`src/rtl/mdio_pkg.sv`:
```
// Shared MDIO management-frame definitions: frame codes, FSM encodings and
// header field positions used by both the station master and the PHY peripheral.
package mdio_pkg;

  localparam logic [1:0] MDIO_ST_CODE = 2'b01;
  localparam logic [1:0] MDIO_OP_WR   = 2'b01;
  localparam logic [1:0] MDIO_OP_RD   = 2'b10;

  localparam logic [2:0] S_IDLE   = 3'd0;
  localparam logic [2:0] S_HEADER = 3'd1;
  localparam logic [2:0] S_WRITE  = 3'd2;
  localparam logic [2:0] S_READ   = 3'd3;
  localparam logic [2:0] S_SKIP   = 3'd4;

  // Positions inside the 16-bit header {ST, OP, PHYADDR, REGADDR, TA}
  localparam int unsigned HDR_ST_MSB  = 15;
  localparam int unsigned HDR_ST_W    = 2;
  localparam int unsigned HDR_OP_MSB  = 13;
  localparam int unsigned HDR_OP_W    = 2;
  localparam int unsigned HDR_PHY_MSB = 11;
  localparam int unsigned HDR_PHY_W   = 5;
  localparam int unsigned HDR_REG_MSB = 6;
  localparam int unsigned HDR_REG_W   = 5;

  localparam logic [5:0] CNT_HDR_DONE   = 6'd16;
  localparam logic [5:0] CNT_FRAME_DONE = 6'd32;

endpackage

```
`src/rtl/mdio_edge_det.sv`:
```
// Registers the master's mdc in the system clock domain and flags its edges.
module mdio_edge_det (
  input  logic clk,
  input  logic rst,
  input  logic mdc,
  output logic rise,
  output logic fall
);

  logic mdc_q;

  always_ff @(posedge clk or negedge rst) begin
    if (!rst) begin
      mdc_q <= 1'b0;
    end else begin
      mdc_q <= mdc;
    end
  end

  assign rise = mdc & ~mdc_q;
  assign fall = ~mdc & mdc_q;

endmodule

```
`src/rtl/mdio_peripheral.sv`:
```
// PHY-side MDIO management slave: deserialises 32-bit frames sampled on mdc
// rising edges, strobes register writes and serialises read data on falls.
module mdio_peripheral
  import mdio_pkg::*;
#(
  parameter logic [4:0] PHY_ADDR = 5'h01,
  parameter logic [1:0] ST_CODE  = MDIO_ST_CODE,
  parameter logic [1:0] OP_WR    = MDIO_OP_WR,
  parameter logic [1:0] OP_RD    = MDIO_OP_RD
) (
  input  logic        clk,
  input  logic        rst,
  input  logic        mdc,
  input  logic        mdio_out,
  input  logic        mdio_oe,
  input  logic [15:0] rd_data,
  output logic        mdio_in,
  output logic [4:0]  addr,
  output logic        addr_vld,
  output logic [15:0] wr_data,
  output logic        wr_stb,
  output logic        mdio_done
);

  logic        rise;
  logic        fall;
  logic [2:0]  state;
  logic [5:0]  cnt;
  logic [15:0] shift;

  logic [15:0] shift_n;
  logic [5:0]  cnt_n;
  logic        hdr_ok;
  logic        hdr_wr;
  logic        hdr_rd;
  logic [4:0]  hdr_reg;

  mdio_edge_det u_edge_det (
    .clk  (clk),
    .rst  (rst),
    .mdc  (mdc),
    .rise (rise),
    .fall (fall)
  );

  // Header decode looks at the shift value including the bit sampled this cycle
  always_comb begin
    shift_n = {shift[14:0], mdio_out};
    cnt_n   = cnt + 6'd1;
    hdr_ok  = (shift_n[HDR_ST_MSB -: HDR_ST_W] == ST_CODE) &&
              (shift_n[HDR_PHY_MSB -: HDR_PHY_W] == PHY_ADDR);
    hdr_wr  = shift_n[HDR_OP_MSB -: HDR_OP_W] == OP_WR;
    hdr_rd  = shift_n[HDR_OP_MSB -: HDR_OP_W] == OP_RD;
    hdr_reg = shift_n[HDR_REG_MSB -: HDR_REG_W];
  end

  always_ff @(posedge clk or negedge rst) begin
    if (!rst) begin
      state     <= S_IDLE;
      cnt       <= '0;
      shift     <= '0;
      mdio_in   <= 1'b0;
      addr      <= '0;
      addr_vld  <= 1'b0;
      wr_data   <= '0;
      wr_stb    <= 1'b0;
      mdio_done <= 1'b0;
    end else begin
      addr_vld  <= 1'b0;
      wr_stb    <= 1'b0;
      mdio_done <= 1'b0;
      case (state)
        S_IDLE: begin
          if (rise && mdio_oe) begin
            shift <= shift_n;
            cnt   <= 6'd1;
            state <= S_HEADER;
          end
        end
        S_HEADER: begin
          if (rise) begin
            if (!mdio_oe) begin
              cnt   <= '0;
              state <= S_IDLE;
            end else begin
              shift <= shift_n;
              cnt   <= cnt_n;
              if (cnt_n == CNT_HDR_DONE) begin
                if (hdr_ok && hdr_wr) begin
                  addr  <= hdr_reg;
                  state <= S_WRITE;
                end else if (hdr_ok && hdr_rd) begin
                  addr     <= hdr_reg;
                  addr_vld <= 1'b1;
                  state    <= S_READ;
                end else begin
                  state <= S_SKIP;
                end
              end
            end
          end
        end
        S_WRITE: begin
          if (rise) begin
            if (!mdio_oe) begin
              cnt   <= '0;
              state <= S_IDLE;
            end else begin
              shift <= shift_n;
              cnt   <= cnt_n;
              if (cnt_n == CNT_FRAME_DONE) begin
                wr_data   <= shift_n;
                wr_stb    <= 1'b1;
                mdio_done <= 1'b1;
                cnt       <= '0;
                state     <= S_IDLE;
              end
            end
          end
        end
        S_READ: begin
          // Data bit j = cnt-16 goes out on the fall so it is settled before the master samples
          if (rise) begin
            cnt <= cnt_n;
            if (cnt_n == CNT_FRAME_DONE) begin
              mdio_done <= 1'b1;
              mdio_in   <= 1'b0;
              cnt       <= '0;
              state     <= S_IDLE;
            end
          end else if (fall) begin
            mdio_in <= rd_data[4'd15 - cnt[3:0]];
          end
        end
        S_SKIP: begin
          if (rise) begin
            cnt <= cnt_n;
            if (cnt_n == CNT_FRAME_DONE) begin
              cnt   <= '0;
              state <= S_IDLE;
            end
          end
        end
        default: begin
          cnt   <= '0;
          state <= S_IDLE;
        end
      endcase
    end
  end

endmodule

```
`config.mk`:
```
export PLATFORM = sky130hd
export DESIGN_NAME = mdio_peripheral
export DESIGN_NICKNAME = d
export VERILOG_FILES = /design/src/rtl/mdio_pkg.sv /design/src/rtl/mdio_edge_det.sv /design/src/rtl/mdio_peripheral.sv
export SDC_FILE = /design/constraint.sdc
export NUM_CORES = 1
export LEC_CHECK = 0
export BUFFER_PORTS_ARGS = -buffer_cell sky130_fd_sc_hd__buf_4
export CORE_MARGIN = 2
export CORE_UTILIZATION = 50
export DETAILED_ROUTE_END_ITERATION = 7
export GPL_ROUTABILITY_DRIVEN = 1
export MAX_ROUTING_LAYER = met4
export PLACE_DENSITY_LB_ADDON = 0.25
export RECOVER_POWER = 100
export SLEW_MARGIN = 25
export SYNTH_ARGS = -nofsm -noshare
export SYNTH_HDL_FRONTEND = slang
export SYNTH_SLANG_ARGS = --single-unit
```
`constraint.sdc`:
```
create_clock -name clk -period 1.85 [get_ports clk]
set_input_delay 0.2775 -clock clk [delete_from_list [all_inputs] [get_ports clk]]
set_output_delay 0.2775 -clock clk [all_outputs]
set_load 0.02 [all_outputs]
```
### After elaboration in Yosys (flattened, before gate mapping)

Cells that the tools add are included.

* output and inout bits: 25
* latch bits: 0
* memories: 0
* bits in writable memories: 0
* memory bits (read-only): 0
* logic and storage cells: 93
* input bits: 21
* register bits: 50

* shift-type cells: 0
* equality and inequality tests: 18
* reductions and logical operators: 16
* multipliers: 0
* divide/modulo/power cells: 0
* $add $sub $neg: 2
* muxes and demuxes: 42
* bitwise logic cells: 4
* $lt $le $gt $ge: 1

Operator list (count)
* $mux 15: 3
* $mux 6: 7
* $mux 3: 10
* $pmux 15 s2: 1
* $pmux 6 s4: 1
* $mux 1: 15
* $pmux 3 s4: 1
* $reduce_and 4->1: 3
* $mux 5: 2
* $reduce_and 5->1: 2
* $ne 2x1->1 const B: 4
* $add 6x1->6 const B: 1
* $eq 3x2->1 const B: 2
* $eq 6x5->1 const B: 1
* $eq 6x6->1 const B: 1
* $ne 2x2->1 const B: 3
* $reduce_bool 2->1: 3
* $eq 5x1->1 const B: 1
* $lt 4x5->1 const B: 1
* $bmux 1 s4: 1
* $eq 2x1->1 const B: 2
* $logic_and 1x1->1: 4
* $reduce_or 2->1: 2
* $sub 4x4->4 const A: 1
* 9 further kinds: 11

### Logic depth before layout (Yosys ltp)

* depth in word-level cells: 9
* gate-level depth with buffers: 7

### Modules after synthesis

Synthesis repeated with hierarchy kept, for this count alone.

* cells, all modules: 202
* area, all modules: 2482.4 um^2

Modules (own cells, without submodules)
* mdio_peripheral: instances 1, area each 2442.3 um^2, seq. area each 1226.2 um^2, cells each 199
* mdio_edge_det: instances 1, area each 40.0 um^2, seq. area each 25.0 um^2, cells each 3

### Worst setup path before layout

Ideal clock, no wire load.

* path kind: register to register
* start point: register cnt[0]
* end point: register wr_data[10]
* stages on the path, launching flop included: 8
* buffers on the path: 1
* arrival time: 1849 ps
* required time: 1725 ps
* slack: -125 ps
* clock period less this slack: 1975 ps
* cells stage by stage: dfrtp_1 -> ha_1 -> and2_1 -> and4_1 -> o211a_4 -> nand3b_4 -> buf_6 -> mux2_4

* longest elaborated chain between the ends: 3

Ends and longest elaborated chain
* start: declaration: line mdio_peripheral.sv:28 `logic [5:0] cnt;`
* start signal: assignment: line mdio_peripheral.sv:87 `cnt <= cnt_n;`
* start signal: assignment: line mdio_peripheral.sv:110 `cnt <= cnt_n;`
* start signal: assignment: line mdio_peripheral.sv:124 `cnt <= cnt_n;`
* $add 6x1->6: line mdio_peripheral.sv:49 `cnt_n = cnt + 6'd1;`
* $eq 6x6->1: line mdio_peripheral.sv:111 `if (cnt_n == CNT_FRAME_DONE) begin`
* $reduce_and 4->1 (no source line)
* end signal: assignment: line mdio_peripheral.sv:112 `wr_data <= shift_n;`
* end: declaration: line mdio_peripheral.sv:20 `output logic [15:0] wr_data,`

No other way between the ends.
A chain may end at the register's enable or synchronous reset.

### Worst setup path after layout

* start point: register cnt[0]
* end point: register wr_data[9]

The elaborated chain is that of the path after synthesis.

==> flow_summary.toml <==
[global_route]
gr-total-overflow = 0
grt_pass1_wl_um = 8260
grt_max_degree = 51
grt_use_total_pct = 20.3
antenna_found_initial = 0
grt_pass1_vias = 1663

[placement]
placed_cell_area_um2 = 3110
hpwl_um = 3800
place_congestion = 0.902
numPortBuffers = 45
dp_cells = 320
pre_cts_ws_ns = -0.0525

[sta]
rsz0062_at_grt = "yes"
drv_slew = 0
maxSlewHeadroom_pct = 20.4
finClkSkew_ns = 0.00491
fmax_mhz = 523
worst_pin_slew_ns = 1.19
worst_slack_ns = -0.0624
setup_viol = 21
fin_crit_ns = 1.91
holdWs_ns = 0.143
tns_ns = -1.01
finalCritPeriodShare_pct = 103
final-hold-violation-count = 0

[cells_and_area]
fin_util_pct = 65.9
syn2layout_area_growth_pct = 25.5
fin_area_um2 = 3150
nFillCells = 397
final_net_count = 282
drive_gt1_share_pct = 44.8
finalNonFillerCells = 328
antenna_cells = 0
final_cell_mix = "50 x dfrtp_1, 43 x buf_4, 26 x clkbuf_1"
final_common_cell = "dfrtp_1"

[clocking]
postCtsSetupRepairBufs = 0
cts_sinks = 50
clk_pin_slew_ns = 0.09
cts_buffer_depth = 2
clk_latency_ns = 0.30
cts_root_buffer = "clkbuf_8"
numCtsBuffers = 5
cts_max_level = 2
cts_tree = "yes"
holdBufCountCts = 0

[worst_hold_path]
min_path_cells = 1
hold_class = "input port to flip-flop"

[routing]
antenna_left = 0
drt-wirelength-per-cell_um = 15.7
initialDrtViolationCount = 152
drt-total-wl_um = 5140
dr.pass1.iters = 4
viasPerCell = 5.39
vias = 1769
drc_errors = 0

[synth]
syn-cell-area_um2 = 2510
synth_cells = 188
ys_seq_area_share_pct = 49.8
synth_top_area_share_pct = 49.8
synth_top_area_cell = "dfrtp_1"
ys_types = 51
synth_area_leaders = "dfrtp_1 50%, mux2_2 10%, mux2_4 8.4%"
yosys_warnings = 0
postSynth.asyncResetShare_pct = 100
syn_nets = 210
synth_seq_cells = 50
syn_avg_cell_area_um2 = 13.4
synth-edff-count = 0
synth_flop_cell = "dfrtp_1"

[die]
rows = 25
io_pins = 46
die_y_um = 74.9
coreArea_um2 = 4790
start_util_pct = 52.5
dieArea_um2 = 5610
die_w_um = 74.9

[pwr]
leakage_nw = 1.57
total_power_mw = 2.92
power.density_nw_per_um2 = 927
ir_worst_vdd_mv = 0.615

[worst_setup_path]
cp.required_ns = 2.04
arrival_ns = 2.11
rr_worst_depth = 7
critPathKind = "flip-flop to flip-flop"
start_kind = "flip-flop"
critPathMaxFanout = 15
critPathCaptureType = "flip-flop"

[outcome]
violations = "setup timing"
status = "complete, but fails checks"

[run]
max_cap_viol_count = 0
[final cells by class]
class | count | area, um2 | area share, %
Tap cell | 67 | 83.8 | 2.66
Clock buffer | 5 | 68.8 | 2.18
Clock inverter | 3 | 48.8 | 1.55
Multi-Input combinational cell | 125 | 1220 | 38.8
Timing Repair Buffer | 74 | 460 | 14.6
Inverter | 4 | 15.0 | 0.476
Sequential cell | 50 | 1250 | 39.7
[cells by family after synthesis]
group,share of synthesized area (%)
mux,22.7
buf+inv,2.94
xor+xnor,0.349
fa+ha+maj,0.897
flops,49.8
simple gates,14.6
compound gates,8.67
[sequential cells by signal, summed over array words and instances (netlist names)]
name,flops
mdio_done,1
mdio_in,1
shift,15
addr,5
u_edge_det.mdc_q,1
wr_stb,1
wr_data,16
state,3
cnt,6
addr_vld,1
[worst max-delay path, cell delays in order (launching register included)]
cell	delay [ns]
dfrtp_1	0.37
ha_2	0.23
nand3_2	0.11
nor4b_4	0.31
o211a_4	0.22
nand3b_4	0.09
buf_12	0.16
mux2_4	0.30
[synth_stat cells (2+ instances only)]
master,n
o31ai_1,5
nor2b_1,4
a2111oi_0,2
nor2_1,6
clkbuf_2,2
o21ai_0,10
mux4_2,4
and3_1,2
inv_1,3
dfrtp_1,50
and4b_1,2
and4_1,2
mux2_4,14
nor4b_4,2
or3_1,3
nand2_1,6
buf_2,3
mux2_2,23
nand3_1,7
and2b_1,2
nand2b_1,3
a21oi_1,3
buf_6,2
[path summary, 6_finish.rpt]
| path | endpoint | startpoint | slack, ns |
|---|---|---|---|
| min in group asynchronous | wr_data[11] | rst | 0.20 |
| max in group asynchronous | cnt[4] | rst | 0.93 |
| min | u_edge_det.mdc_q | mdc | 0.14 |
| min reg2reg | wr_data[0] | wr_data[0] | 0.51 |
| max | wr_data[9] | cnt[0] | -0.06 |
| max reg2reg | wr_data[9] | cnt[0] | -0.06 |
[power by group]
part | switching (mW) | internal [mW] | total [mW] | leakage, nW
sequential | 0.111 | 1.22 | 1.33 | 0.677
combinational | 0.364 | 0.439 | 0.802 | 0.841
clock | 0.375 | 0.412 | 0.787 | 0.0563
total | 0.850 | 2.07 | 2.92 | 1.57
[what timing repair did]
| item | in CTS | in global routing |
|---|---|---|
| resized for setup | 2 | 6 |
| pin swaps | 0 | 2 |
| setup endpoints to repair | 21 | 29 |
[per-layer routing]
metal  vias to the layer above  track usage (%)  share of wire (%)
met5                         -                -                  0
met4                         0             5.75                1.0
met3                         5             3.61                4.2
met2                        48             27.0                 45
met1                       866             31.6                 50
li1                        850                -                  -
Power figures use the tool's default switching activity.
